===== src/rtl/sysp_icb_xbar_if.sv =====
// ---------------------------------------------------------------------------
// sysp_icb_xbar_if
// Purpose : ICB command/response bundle used between a bus master and the
//           sysp_icb_xbar peripheral crossbar.
// Signals : icb_cmd_valid/ready, icb_cmd_addr[31:0], icb_cmd_read,
//           icb_cmd_wdata[31:0], icb_cmd_wmask[3:0]      (command channel)
//           icb_rsp_valid/ready, icb_rsp_err, icb_rsp_rdata[31:0]
//                                                        (response channel)
// Modports: master - issues commands, accepts responses
//           slave  - accepts commands, issues responses (the crossbar side)
// ---------------------------------------------------------------------------
interface sysp_icb_xbar_if;
  logic        icb_cmd_valid;
  logic        icb_cmd_ready;
  logic [31:0] icb_cmd_addr;
  logic        icb_cmd_read;
  logic [31:0] icb_cmd_wdata;
  logic [3:0]  icb_cmd_wmask;
  logic        icb_rsp_valid;
  logic        icb_rsp_ready;
  logic        icb_rsp_err;
  logic [31:0] icb_rsp_rdata;

  modport master (
    output icb_cmd_valid, icb_cmd_addr, icb_cmd_read, icb_cmd_wdata,
           icb_cmd_wmask, icb_rsp_ready,
    input  icb_cmd_ready, icb_rsp_valid, icb_rsp_err, icb_rsp_rdata
  );

  modport slave (
    input  icb_cmd_valid, icb_cmd_addr, icb_cmd_read, icb_cmd_wdata,
           icb_cmd_wmask, icb_rsp_ready,
    output icb_cmd_ready, icb_rsp_valid, icb_rsp_err, icb_rsp_rdata
  );
endinterface


===== src/rtl/sysp_icb_xbar.sv =====
// ---------------------------------------------------------------------------
// sysp_icb_xbar
// Purpose : Single-outstanding ICB to peripheral-slot bridge. The slot is
//           chosen by address field [SEL_LSB+SEL_W-1:SEL_LSB]; unmapped slots
//           get an immediate error response. A slot strobe (rd or we) stays
//           high until the slot raises its rdy bit.
// Ports   : clk, rst          - clock, synchronous active-high reset
//           icb (slave)       - ICB command/response channel
//           slot_addr_o       - word-aligned offset shared by all slots
//           slot_wdata_o      - write data shared by all slots
//           slot_sel_o        - byte mask shared by all slots
//           slot_we_o/rd_o    - one write/read strobe per slot
//           slot_rdata_i      - packed read data, slot i at [32i+31:32i]
//           slot_rdy_i        - per-slot access completion
// Option  : define SYSP_XBAR_TIMEOUT_EN to abort an access after TMO_CYC
//           cycles without rdy (error response). Undefined: waits forever.
// ---------------------------------------------------------------------------
module sysp_icb_xbar #(
  parameter int          SLOT_NUM  = 16,
  parameter int          SEL_LSB   = 8,
  parameter int          SEL_W     = 4,
  parameter logic [15:0] SLOT_MASK = 16'h800F,
  parameter int          TMO_CYC   = 255
) (
  input  logic                     clk,
  input  logic                     rst,
  sysp_icb_xbar_if.slave           icb,
  output logic [SEL_LSB-1:0]       slot_addr_o,
  output logic [31:0]              slot_wdata_o,
  output logic [3:0]               slot_sel_o,
  output logic [SLOT_NUM-1:0]      slot_we_o,
  output logic [SLOT_NUM-1:0]      slot_rd_o,
  input  logic [32*SLOT_NUM-1:0]   slot_rdata_i,
  input  logic [SLOT_NUM-1:0]      slot_rdy_i
);

  typedef enum logic [1:0] {
    IDLE   = 2'd0,
    ACCESS = 2'd1,
    RESP   = 2'd2
  } state_t;

  state_t state, state_next;

  logic [SEL_LSB-3:0] offset_q;
  logic [SEL_W-1:0]   slot_q;
  logic               read_q;
  logic [31:0]        wdata_q;
  logic [3:0]         wmask_q;
  logic               err_q;
  logic [31:0]        rdata_q;

  logic               cmd_fire;
  logic [SEL_W-1:0]   cmd_slot;
  logic               cmd_mapped;
  logic               sel_rdy;
  logic [31:0]        sel_rdata;
  logic               timeout_hit;

  // Only the select field and the word offset matter; the rest is ignored.
  logic unused_addr_bits;
  assign unused_addr_bits = ^{icb.icb_cmd_addr[31:SEL_LSB+SEL_W],
                              icb.icb_cmd_addr[1:0]};

  assign cmd_fire = icb.icb_cmd_valid & icb.icb_cmd_ready;
  assign cmd_slot = icb.icb_cmd_addr[SEL_LSB+SEL_W-1:SEL_LSB];

  // A slot is mapped when it is below SLOT_NUM and its mask bit is set.
  always_comb begin
    cmd_mapped = 1'b0;
    for (int i = 0; i < SLOT_NUM; i++) begin
      if (cmd_slot == SEL_W'(i) && SLOT_MASK[i]) cmd_mapped = 1'b1;
    end
  end

  // Pick the rdy/rdata of the latched slot; other slots are never looked at.
  always_comb begin
    sel_rdy   = 1'b0;
    sel_rdata = 32'd0;
    for (int i = 0; i < SLOT_NUM; i++) begin
      if (slot_q == SEL_W'(i)) begin
        sel_rdy   = slot_rdy_i[i];
        sel_rdata = slot_rdata_i[32*i +: 32];
      end
    end
  end

`ifdef SYSP_XBAR_TIMEOUT_EN
  logic [15:0] tmo_cnt;

  // Counts ACCESS cycles from 0; cleared in every other state.
  always_ff @(posedge clk) begin
    if (rst) begin
      tmo_cnt <= 16'd0;
    end else if (state == ACCESS) begin
      tmo_cnt <= tmo_cnt + 16'd1;
    end else begin
      tmo_cnt <= 16'd0;
    end
  end

  // Slot rdy wins over an expiring counter in the same cycle.
  assign timeout_hit = (state == ACCESS) && !sel_rdy &&
                       (tmo_cnt == 16'(TMO_CYC - 1));
`else
  assign timeout_hit = 1'b0;
`endif

  // State register.
  always_ff @(posedge clk) begin
    if (rst) begin
      state <= IDLE;
    end else begin
      state <= state_next;
    end
  end

  // Next-state logic: unmapped slots skip ACCESS and answer at once.
  always_comb begin
    state_next = state;
    case (state)
      IDLE: begin
        if (cmd_fire) state_next = cmd_mapped ? ACCESS : RESP;
      end
      ACCESS: begin
        if (sel_rdy || timeout_hit) state_next = RESP;
      end
      RESP: begin
        if (icb.icb_rsp_ready) state_next = IDLE;
      end
      default: state_next = IDLE;
    endcase
  end

  // Command latch and response capture.
  always_ff @(posedge clk) begin
    if (rst) begin
      offset_q <= '0;
      slot_q   <= '0;
      read_q   <= 1'b0;
      wdata_q  <= 32'd0;
      wmask_q  <= 4'd0;
      err_q    <= 1'b0;
      rdata_q  <= 32'd0;
    end else begin
      if (state == IDLE && cmd_fire) begin
        offset_q <= icb.icb_cmd_addr[SEL_LSB-1:2];
        slot_q   <= cmd_slot;
        read_q   <= icb.icb_cmd_read;
        wdata_q  <= icb.icb_cmd_wdata;
        wmask_q  <= icb.icb_cmd_wmask;
        err_q    <= !cmd_mapped;
        rdata_q  <= 32'd0;
      end else if (state == ACCESS && sel_rdy) begin
        err_q   <= 1'b0;
        rdata_q <= read_q ? sel_rdata : 32'd0;
      end else if (timeout_hit) begin
        err_q   <= 1'b1;
        rdata_q <= 32'd0;
      end
    end
  end

  // Exactly one strobe bit, and only while in ACCESS.
  always_comb begin
    slot_we_o = '0;
    slot_rd_o = '0;
    for (int i = 0; i < SLOT_NUM; i++) begin
      if (state == ACCESS && slot_q == SEL_W'(i)) begin
        slot_we_o[i] = !read_q;
        slot_rd_o[i] = read_q;
      end
    end
  end

  assign slot_addr_o  = {offset_q, 2'b00};
  assign slot_wdata_o = wdata_q;
  assign slot_sel_o   = wmask_q;

  assign icb.icb_cmd_ready = (state == IDLE);
  assign icb.icb_rsp_valid = (state == RESP);
  assign icb.icb_rsp_err   = (state == RESP) && err_q;
  assign icb.icb_rsp_rdata = (state == RESP) ? rdata_q : 32'd0;

endmodule


===== src/flat_wrapper.sv =====
// flat-port wrapper written by rule: the top's interface ports become plain ports
module sysp_icb_xbar_flat 
#(
  parameter int          SLOT_NUM  = 16,
  parameter int          SEL_LSB   = 8,
  parameter int          SEL_W     = 4,
  parameter logic [15:0] SLOT_MASK = 16'h800F,
  parameter int          TMO_CYC   = 255
)
  (clk, rst, slot_addr_o, slot_wdata_o, slot_sel_o, slot_we_o, slot_rd_o, slot_rdata_i, slot_rdy_i, icb_icb_cmd_valid, icb_icb_cmd_addr, icb_icb_cmd_read, icb_icb_cmd_wdata, icb_icb_cmd_wmask, icb_icb_rsp_ready, icb_icb_cmd_ready, icb_icb_rsp_valid, icb_icb_rsp_err, icb_icb_rsp_rdata);
  sysp_icb_xbar_if icb_i ();
  input  logic clk;
  input  logic rst;
  output logic [SEL_LSB-1:0] slot_addr_o;
  output logic [31:0] slot_wdata_o;
  output logic [3:0] slot_sel_o;
  output logic [SLOT_NUM-1:0] slot_we_o;
  output logic [SLOT_NUM-1:0] slot_rd_o;
  input  logic [32*SLOT_NUM-1:0] slot_rdata_i;
  input  logic [SLOT_NUM-1:0] slot_rdy_i;
  input wire logic [$bits(icb_i.icb_cmd_valid)-1:0] icb_icb_cmd_valid;
  input wire logic [$bits(icb_i.icb_cmd_addr)-1:0] icb_icb_cmd_addr;
  input wire logic [$bits(icb_i.icb_cmd_read)-1:0] icb_icb_cmd_read;
  input wire logic [$bits(icb_i.icb_cmd_wdata)-1:0] icb_icb_cmd_wdata;
  input wire logic [$bits(icb_i.icb_cmd_wmask)-1:0] icb_icb_cmd_wmask;
  input wire logic [$bits(icb_i.icb_rsp_ready)-1:0] icb_icb_rsp_ready;
  output wire logic [$bits(icb_i.icb_cmd_ready)-1:0] icb_icb_cmd_ready;
  output wire logic [$bits(icb_i.icb_rsp_valid)-1:0] icb_icb_rsp_valid;
  output wire logic [$bits(icb_i.icb_rsp_err)-1:0] icb_icb_rsp_err;
  output wire logic [$bits(icb_i.icb_rsp_rdata)-1:0] icb_icb_rsp_rdata;
  assign icb_i.icb_cmd_valid = icb_icb_cmd_valid;
  assign icb_i.icb_cmd_addr = icb_icb_cmd_addr;
  assign icb_i.icb_cmd_read = icb_icb_cmd_read;
  assign icb_i.icb_cmd_wdata = icb_icb_cmd_wdata;
  assign icb_i.icb_cmd_wmask = icb_icb_cmd_wmask;
  assign icb_i.icb_rsp_ready = icb_icb_rsp_ready;
  assign icb_icb_cmd_ready = icb_i.icb_cmd_ready;
  assign icb_icb_rsp_valid = icb_i.icb_rsp_valid;
  assign icb_icb_rsp_err = icb_i.icb_rsp_err;
  assign icb_icb_rsp_rdata = icb_i.icb_rsp_rdata;
  sysp_icb_xbar #(.SLOT_NUM(SLOT_NUM), .SEL_LSB(SEL_LSB), .SEL_W(SEL_W), .SLOT_MASK(SLOT_MASK), .TMO_CYC(TMO_CYC)) u_core (.clk(clk), .rst(rst), .icb(icb_i), .slot_addr_o(slot_addr_o), .slot_wdata_o(slot_wdata_o), .slot_sel_o(slot_sel_o), .slot_we_o(slot_we_o), .slot_rd_o(slot_rd_o), .slot_rdata_i(slot_rdata_i), .slot_rdy_i(slot_rdy_i));
endmodule

===== config.mk =====
export PLATFORM = sky130hd
export DESIGN_NAME = sysp_icb_xbar_flat
export DESIGN_NICKNAME = d
export VERILOG_FILES = /design/src/rtl/sysp_icb_xbar_if.sv /design/src/rtl/sysp_icb_xbar.sv /design/src/flat_wrapper.sv
export SDC_FILE = /design/constraint.sdc
export NUM_CORES = 1
export LEC_CHECK = 0
export ABC_AREA = 1
export BUFFER_PORTS_ARGS = -buffer_cell sky130_fd_sc_hd__buf_2
export CAP_MARGIN = 20
export CORE_AREA = 2 2 280 282
export DETAILED_ROUTE_END_ITERATION = 8
export DIE_AREA = 0 0 282 284
export PLACE_DENSITY_LB_ADDON = 0.08
export SYNTH_ARGS = -nofsm -noshare
export SYNTH_HDL_FRONTEND = slang
export SYNTH_SLANG_ARGS = --single-unit

===== constraint.sdc =====
create_clock -name clk -period 2 [get_ports clk]
set_clock_uncertainty 0.1 [all_clocks]
set_input_delay 0.2 -clock clk [delete_from_list [all_inputs] [get_ports clk]]
set_output_delay 0.2 -clock clk [all_outputs]
set_load 0.03 [all_outputs]

==> impl_metrics.ini, run 1 <==
[outcome]
status = finished with violations
violations = negative setup slack

[critical_path]
cp-end-kind = flip-flop
cp.arrival_ps = 2720
critPathLaunchType = flip-flop
cp.required_ps = 2200
r2r_start = u_core.slot_q[0]
crit_start = u_core.slot_q[0]
critPathKind = flip-flop to flip-flop
critPathMaxFanout = 6

[timing]
max_freq_ghz = 0.3959
finalCritPeriodShare_pct = 126.3
rsz0062_at_grt = true
layout_setup_ws_ps = -526.1
maxSlewHeadroom_pct = 58.07
min_period_ps = 2526
tightestPinTransition_ps = 628.9
finalHoldViolCount = 0
final_max_slew_viol_count = 0
setup_violations = 58

[cells_and_area]
layout.nets = 3075
syn_to_final_growth_pct = 109.5
final_cell_area_sq_um = 17060
final_cells = 3541
drive_gt1_share_pct = 47.68

[drt]
wl_met3_um = 6070
wl_met2_um = 36650
met1Wirelength_um = 29760
wl_per_cell_um = 21.16
highest_layer = met5
num_vias = 13650
drc = 0
drt_pass1_iterations = 5
routed_wirelength_um = 74940
antenna_left = 0
via_per_inst = 3.854
drt_iter0_markers = 541

[synth]
yosys_register_bits = 82
yosysUniqueCellTypes = 24
syn_inst = 1626
async_flop_share_pct = 0
synth_warnings = 0
avgSynthCellArea_sq_um = 5.006
ys_seq_area_share_pct = 20.17
synth_area_sq_um = 8139
synth_edf_count = 0
synth_flop_cell = dfxtp_1

[place]
dp_cells = 3421
io_buffers = 687
dpl-instance-area_sq_um = 14190
dpl.hpwl_um = 62280
post-place-ws_ps = -1107
place.gp.congestion = 0.8827

[clock_network]
cts_tree = done
clk_pin_slew_worst_paths_ps = 90
cts_made_buffers = 9
h-tree-depth = 3
clock-sinks = 82
root_buffer = clkbuf_16
clock_latency_ps = 380
clockBufferDepth = 2

[grt]
grt_use_total_pct = 17.95
grt_max_degree = 54
first_global_vias = 14340
gr-total-overflow = 0
antenna_found_initial = 41
grt_pass1_wl_um = 102200

[floorplan]
die_h_um = 284
initial_core_util_pct = 10.58
ios = 712
rows = 102
die_area_sq_um = 80090
coreArea_sq_um = 76960
chipWidth_um = 282

[power]
power_density_nw_per_um2 = 550.1
vdd_drop_max_uv = 426.0
p_leak_nw = 8.490
finalPower_mw = 9.382

[job]
cap_violations = 0

[min_path]
min_from = icb_icb_cmd_wdata[24]
hold_class = input pin to flip-flop
[sequential cells by signal (all words and copies together) (netlist names)]
signal,count
u_core.read_q,1
u_core.offset_q,6
u_core.err_q,1
u_core.slot_sel_o,4
u_core.state,2
u_core.slot_wdata_o,32
u_core.rdata_q,32
u_core.slot_q,4
[critical path, cell delays in order, from the launching register on]
cell and delay (ps):
dfxtp_4 390, buf_6 110, nor2_4 50, buf_12 150, nand3_2 60, nand3_2 80, nor2_2 80, nand4_1 270
nor2_4 260, nand4_1 210, nor2_1 180, buf_4 160, nand4_1 80, nand2_1 70, nand3_1 60, nand2_1 90
nor2_1 40
[path summary, 6_finish.rpt]
kind,to,slack [ps],cells past startpoint
max,u_core.rdata_q[31],-530,16
min,u_core.slot_wdata_o[24],40,3
max reg2reg,u_core.rdata_q[31],-530,16
min reg2reg,u_core.slot_wdata_o[10],380,2
[layout make-up]
type,count,area (sq um)
Antenna cell,22,55.05
Clock buffer,10,239.0
Clock inverter,6,93.84
Fill cell,9003,59900
Inverter,174,730.7
Multi-Input combinational cell,1274,6638
Sequential cell,82,1655
Tap cell,1040,1301
Timing Repair Buffer,933,6342
[synth_stat cells, drive strengths merged, types with 32 or more instances]
cell type / instances / share of area, %
a21oi: 67 / 4.1
nand4: 76 / 5.8
inv: 170 / 7.8
nand3: 115 / 7.1
dfxtp: 82 / 20
o21ai: 57 / 3.5
or2: 39 / 3.0
nor3: 32 / 2.0
buf: 32 / 1.9
nand2: 487 / 23
nor2: 396 / 19
clkbuf: 65 / 3.0
[power breakdown]
part | switching (mW) | total, mW | leakage [nW] | internal, mW
clock | 0.931 | 2.08 | 0.160 | 1.15
combinational | 3.29 | 5.44 | 7.65 | 2.15
sequential | 0.0855 | 1.86 | 0.675 | 1.78
total | 4.30 | 9.38 | 8.49 | 5.08
[routing by layer]
layer | global-route usage [%] | vias to the layer above
met5 | 0 | -
met4 | 6.396 | 38
met3 | 5.862 | 114
met2 | 31.73 | 538
met1 | 19.88 | 6161
li1 | - | 6796
[cell families (layout without fill, tap and decap cells)]
| kind of cell | Yosys count | count (layout) | share of synthesized area, % |
|---|---|---|---|
| other | 1 | 24 | 0.04607 |
| AO/OA/AOI/OAI | 126 | 126 | 7.809 |
| buffers and inverters | 271 | 1123 | 12.91 |
| AND/OR/NAND/NOR | 1146 | 1146 | 59.06 |
| flip-flops | 82 | 82 | 20.17 |
[stage by stage]
| step | hold WS, ps | TNS (ps) | util [%] |
|---|---|---|---|
| detailed placement | 320.9 | -27920 | 18.44 |
| finish | 39.46 | -18480 | 22.16 |
| floorplan | 169.1 | -6308 | - |
| CTS | 12.44 | -22410 | 21.24 |
| global route | 53.84 | -27090 | 22.14 |
| global placement | 321.2 | -26980 | 18.44 |
[cell usage in the layout (no fill, tap or decap), types with 9 or more instances in the layout]
cell type | Yosys | final
buf_4 | 2 | 134
clkbuf_16 | 0 | 12
nor2_1 | 389 | 306
nand2_4 | 0 | 15
o21ai_0 | 57 | 57
nand3_4 | 0 | 9
nand4_1 | 76 | 76
buf_12 | 0 | 39
nor2_4 | 1 | 42
nand3_1 | 115 | 71
buf_6 | 0 | 69
nor2_2 | 6 | 48
nand2_2 | 3 | 33
a21oi_1 | 67 | 66
buf_2 | 21 | 641
nor3_2 | 0 | 13
diode_2 | 0 | 22
nand3_2 | 0 | 35
or2_0 | 13 | 13
dfxtp_1 | 82 | 75
inv_1 | 161 | 148
dlygate4sd3_1 | 0 | 39
or2_2 | 24 | 24
inv_4 | 0 | 9
nor3_4 | 0 | 19
nand2_1 | 484 | 438
[what timing repair did]
item,CTS,global route
setup buffers,38,15
hold buffers,39,0
pin swaps,99,113
gates resized for setup,323,157
gates cloned,1,3
hold endpoints to repair,39,0
endpoints found under the setup margin,100,89
No activity file was read; power rests on OpenSTA's default activity.
==> run 2: changes to the inputs <==
Settings changed: CTS_BUF_LIST set to sky130_fd_sc_hd__clkbuf_16.
==> impl_metrics.ini, run 2 (synthesized netlist as in run 1, its figures left out) <==
[outcome]
violations = negative setup slack
status = finished with violations

[power]
power_density_nw_per_um2 = 562.1
p_leak_nw = 8.262
switchingPower_mw = 4.256
seq_power_share_pct = 20.0
vdd_drop_max_uv = 425.6
finalPower_mw = 9.295
clockPowerShare_pct = 21.9
netSwitchingFraction_pct = 45.78
cell_internal_pwr_mw = 5.040
pwr-share-comb_pct = 58.1

[clock_network]
clk_pin_slew_worst_paths_ps = 80
cts_made_buffers = 9
clock-sinks = 82
clock_latency_ps = 380
clockBufferDepth = 2
root_buffer = clkbuf_16
h-tree-depth = 3
cts_tree = done

[min_path]
hold_class = input pin to flip-flop
min_from = icb_icb_cmd_wdata[24]
holdPathStages = 3
min_to = u_core.slot_wdata_o[24]

[floorplan]
rows = 102
die_area_sq_um = 80090
initial_core_util_pct = 10.58
die_h_um = 284
coreArea_sq_um = 76960
ios = 712
chipWidth_um = 282

[timing]
finalHoldViolCount = 0
tightestPinTransition_ps = 621.4
min_period_ps = 2545
rsz0062_at_grt = true
layout_setup_ws_ps = -544.5
finalCritPeriodShare_pct = 127.2
max_freq_ghz = 0.3930
final_max_slew_viol_count = 0
setup_violations = 67
maxSlewHeadroom_pct = 58.57

[cells_and_area]
fill_cells = 9044
fin_util_pct = 21.49
syn_to_final_growth_pct = 103.2
multi_input_area_sq_um = 6390
final_cells = 3524
regArea_sq_um = 1654
layout.nets = 3060
final_cell_area_sq_um = 16540
drive_gt1_share_pct = 46.10
final_cell_mix = buf_2 (647), nand2_1 (441), nor2_1 (312)
final_common_cell = buf_2

[drt]
drc = 0
drt_iter0_markers = 513
via_per_inst = 3.851
antenna_left = 0
routed_wirelength_um = 74940
drt_pass1_iterations = 5
wl_per_cell_um = 21.27
num_vias = 13570

[grt]
use_met3_pct = 5.829
use_met1_pct = 19.94
grt_pass1_wl_um = 101700
gr-total-overflow = 0
busiest_layer = met2
grt_max_degree = 54
grt_use_total_pct = 17.87
first_global_vias = 14240
antenna_found_initial = 40
met2_usage_pct = 31.52

[critical_path]
r2r_slack_ps = -540
max_stage_delay_ps = 350
r2r_start = u_core.slot_q[2]
cpMaxStageDelayCell = dfxtp_2
critPathKind = flip-flop to flip-flop
critical_path.top_delay_family = simple AND/OR/NAND/NOR gates
path_buf_inv = 3
regToRegEndpoint = u_core.rdata_q[19]
r2r_cells = 16
cp.arrival_ps = 2720
cp.required_ps = 2180
cp-end-kind = flip-flop
critPathLaunchType = flip-flop
critPathMaxFanout = 13
cp_cell_sequence = buf_6, nor2_4, buf_12, bufbuf_16, nand3_1, nand4_1, nor2_2, nand4_1, nand2_1, nand4_1, nor2_1, nand3_1, nand2_1, nand3_1, nand2_1, nor2_1

[place]
dp_cells = 3421
io_buffers = 687
dpl.hpwl_um = 62280
place.gp.congestion = 0.8827
dpl-instance-area_sq_um = 14190
post-place-ws_ps = -1107

[job]
cap_violations = 0
run 2: power by group through the flow:
stage                     Clock, mW  Combinational [mW]  Sequential (mW)
final                          2.04                5.40             1.86
after global routing           2.18                5.88             1.88
after CTS                      2.14                5.28             1.86
after detailed placement          0                4.71             1.89
after global placement            0                4.72             1.89
after floorplan                   0                1.71             2.08
run 2: layer usage:
metal	part of all wire [%]	vias up	routed length, um
met4	2.8	38	2085
met5	0.34	-	253
met3	7.9	106	5929
met1	40	6165	29900
met2	49	500	36770
li1	-	6763	-
run 2: worst max path at each step:
stage	from	endpoint	slack (ps)	depth (start not counted)
after floorplan	u_core.state[0]	slot_rd_o[10]	-120	6
after global placement	u_core.slot_q[3]	u_core.rdata_q[3]	-1080	18
after detailed placement	u_core.slot_q[3]	u_core.rdata_q[3]	-1110	18
after CTS	u_core.slot_q[0]	u_core.rdata_q[31]	-590	16
after global routing	u_core.slot_q[0]	u_core.rdata_q[15]	-640	14
final	u_core.slot_q[2]	u_core.rdata_q[19]	-540	16
run 2: through the flow:
step	hold WS [ps]	setup TNS, ps
floorplan	169.1	-6308
global placement	321.2	-26980
detailed placement	320.9	-27920
CTS	12.44	-24510
global route	53.84	-29960
finish	42.85	-20960
run 2: final cells by class:
type	instances	share of cell area, %
antenna	20	0.3027
clock buffer	9	1.362
clock inverter	7	0.5902
inverter	174	4.230
multi-input combinational	1274	38.64
sequential	82	10.00
tap	1040	7.869
timing repair buffer	918	37.00
run 2: worst reg2reg max path, stage by stage, from the launching register on:
cell	delay, ps
dfxtp_2	350
buf_6	110
nor2_4	50
buf_12	150
bufbuf_16	280
nand3_1	80
nand4_1	130
nor2_2	130
nand4_1	200
nand2_1	130
nand4_1	150
nor2_1	140
nand3_1	150
nand2_1	110
nand3_1	60
nand2_1	80
nor2_1	40
run 2: what timing repair did:
| action | in CTS | in global routing |
|---|---|---|
| hold endpoints to repair | 39 | 0 |
| setup buffers | 25 | 3 |
| pin swaps | 84 | 88 |
| resized for setup | 251 | 113 |
| setup endpoints to repair | 100 | 88 |
| gates cloned | 3 | 5 |
| hold buffers | 39 | 0 |
==> run 3: changes to the inputs <==
Settings changed: SKIP_LAST_GASP set to 1.
==> impl_metrics.ini, run 3 (synthesized netlist as in run 1, its figures left out) <==
[grt]
grt_max_degree = 54
grt_use_total_pct = 17.86
use_met1_pct = 19.93
met2_usage_pct = 31.49
use_met3_pct = 5.829
gr-total-overflow = 0
grt_pass1_wl_um = 101700
antenna_found_initial = 40
first_global_vias = 14230
busiest_layer = met2

[drt]
num_vias = 13610
drc = 0
drt_pass1_iterations = 4
routed_wirelength_um = 75070
via_per_inst = 3.862
drt_iter0_markers = 546
antenna_left = 0
wl_per_cell_um = 21.30

[timing]
final_max_slew_viol_count = 0
setup_violations = 67
rsz0062_at_grt = true
max_freq_ghz = 0.3899
layout_setup_ws_ps = -564.7
tns_ps = -21400
finalCritPeriodShare_pct = 128.2
tightestPinTransition_ps = 621.9
maxSlewHeadroom_pct = 58.54
finalHoldViolCount = 0
min_period_ps = 2565
hold_ws_ps = 42.22

[outcome]
status = finished with violations
violations = negative setup slack

[min_path]
holdPathStages = 3
hold_class = input pin to flip-flop

[power]
vdd_drop_max_uv = 425.3
power_density_nw_per_um2 = 563.5
p_leak_nw = 8.249

[clock_network]
cts_tree = done
cts_made_buffers = 9
root_buffer = clkbuf_16
clk_pin_slew_worst_paths_ps = 80
clock-sinks = 82
h-tree-depth = 3
clock_latency_ps = 380
clockBufferDepth = 2

[job]
cap_violations = 0

[floorplan]
chipWidth_um = 282
initial_core_util_pct = 10.58
ios = 712
rows = 102
die_h_um = 284
die_area_sq_um = 80090
coreArea_sq_um = 76960

[cells_and_area]
syn_to_final_growth_pct = 101.9
final_cell_area_sq_um = 16430
drive_gt1_share_pct = 45.62
final_cell_mix = buf_2 (647), nand2_1 (443), nor2_1 (315)
layout.nets = 3060
final_common_cell = buf_2
fin_util_pct = 21.35

[place]
post-place-ws_ps = -1107
io_buffers = 687
place.gp.congestion = 0.8827
dpl-instance-area_sq_um = 14190
dpl.hpwl_um = 62280

[critical_path]
crit_start = u_core.slot_q[2]
critPathLaunchType = flip-flop
critPathKind = flip-flop to flip-flop
r2r_slack_ps = -560
r2r_start = u_core.slot_q[2]
regToRegEndpoint = u_core.rdata_q[19]
cp.required_ps = 2180
r2r_cells = 16
critPathMaxFanout = 13
cp-end-kind = flip-flop
endpoint = u_core.rdata_q[19]
cp.arrival_ps = 2740
==> run 3: changes by cell type in the layout (fill, tap and decap cells not counted), moves of 3 or more <==
cell,before,now
nor3_2,13,10
buf_6,50,43
nand2_2,35,32
nor2_1,312,315
buf_4,138,146
nand3_2,30,27
nor3_1,11,14
nand3_1,79,82
==> run 3: how the worst min path moves through the flow <==
stage                           from                       to  slack (ps)
2_1_floorplan                    rst             u_core.err_q         170
3_3_place_gp                     rst             u_core.err_q         320
3_5_place_dp                     rst             u_core.err_q         320
4_1_cts        icb_icb_cmd_wdata[24]  u_core.slot_wdata_o[24]          10
5_1_grt        icb_icb_cmd_wdata[24]  u_core.slot_wdata_o[24]          50
6_report       icb_icb_cmd_wdata[24]  u_core.slot_wdata_o[24]          40
==> run 3: cell type report <==
type / count / area [sq um]
Antenna cell: 20 / 50.05
Fill cell: 9054 / 60520
Inverter: 174 / 685.7
Timing Repair Buffer: 918 / 6080
Multi-Input combinational cell: 1274 / 6339
Clock inverter: 7 / 97.59
Tap cell: 1040 / 1301
Clock buffer: 9 / 225.2
Sequential cell: 82 / 1654
==> run 3: through the flow <==
| stage | instances | power (mW) |
|---|---|---|
| after floorplan | 1627 | 3.786 |
| final | 3524 | 9.259 |
| after global placement | 3421 | 6.609 |
| after global routing | 3518 | 9.916 |
| after detailed placement | 3421 | 6.598 |
| after CTS | 3499 | 9.268 |
==> run 3: metal layers <==
layer	part of all wire, %	routed length, um
met1	40	29860
met5	0.33	245
met3	8.2	6146
met2	49	36660
met4	2.9	2160
==> run 3: report_power, final <==
group,internal (mW),total [mW],switching (mW)
logic,2.14,5.37,3.22
registers,1.78,1.86,0.0845
clock network,1.11,2.03,0.926
total,5.03,9.26,4.23
==> run 3: critical path, stage by stage, from the launching register on <==
cell and delay, ps:
dfxtp_2 350, buf_6 110, nor2_4 50, buf_12 140, bufbuf_16 280, nand3_1 90
nand4_1 130, nor2_2 130, nand4_1 200, nand2_1 130, nand4_1 150, nor2_1 140
nand3_1 150, nand2_1 110, nand3_1 60, nand2_1 80, nor2_1 40
==> run 3: what timing repair did <==
| item | 4_1_cts | 5_1_grt |
|---|---|---|
| cloned | 3 | 5 |
| hold endpoints to repair | 39 | 0 |
| buffers inserted | 25 | 3 |
| hold buffers | 39 | 0 |
| setup endpoints to repair | 100 | 88 |
| gates resized for setup | 237 | 99 |
| pin swaps | 84 | 86 |
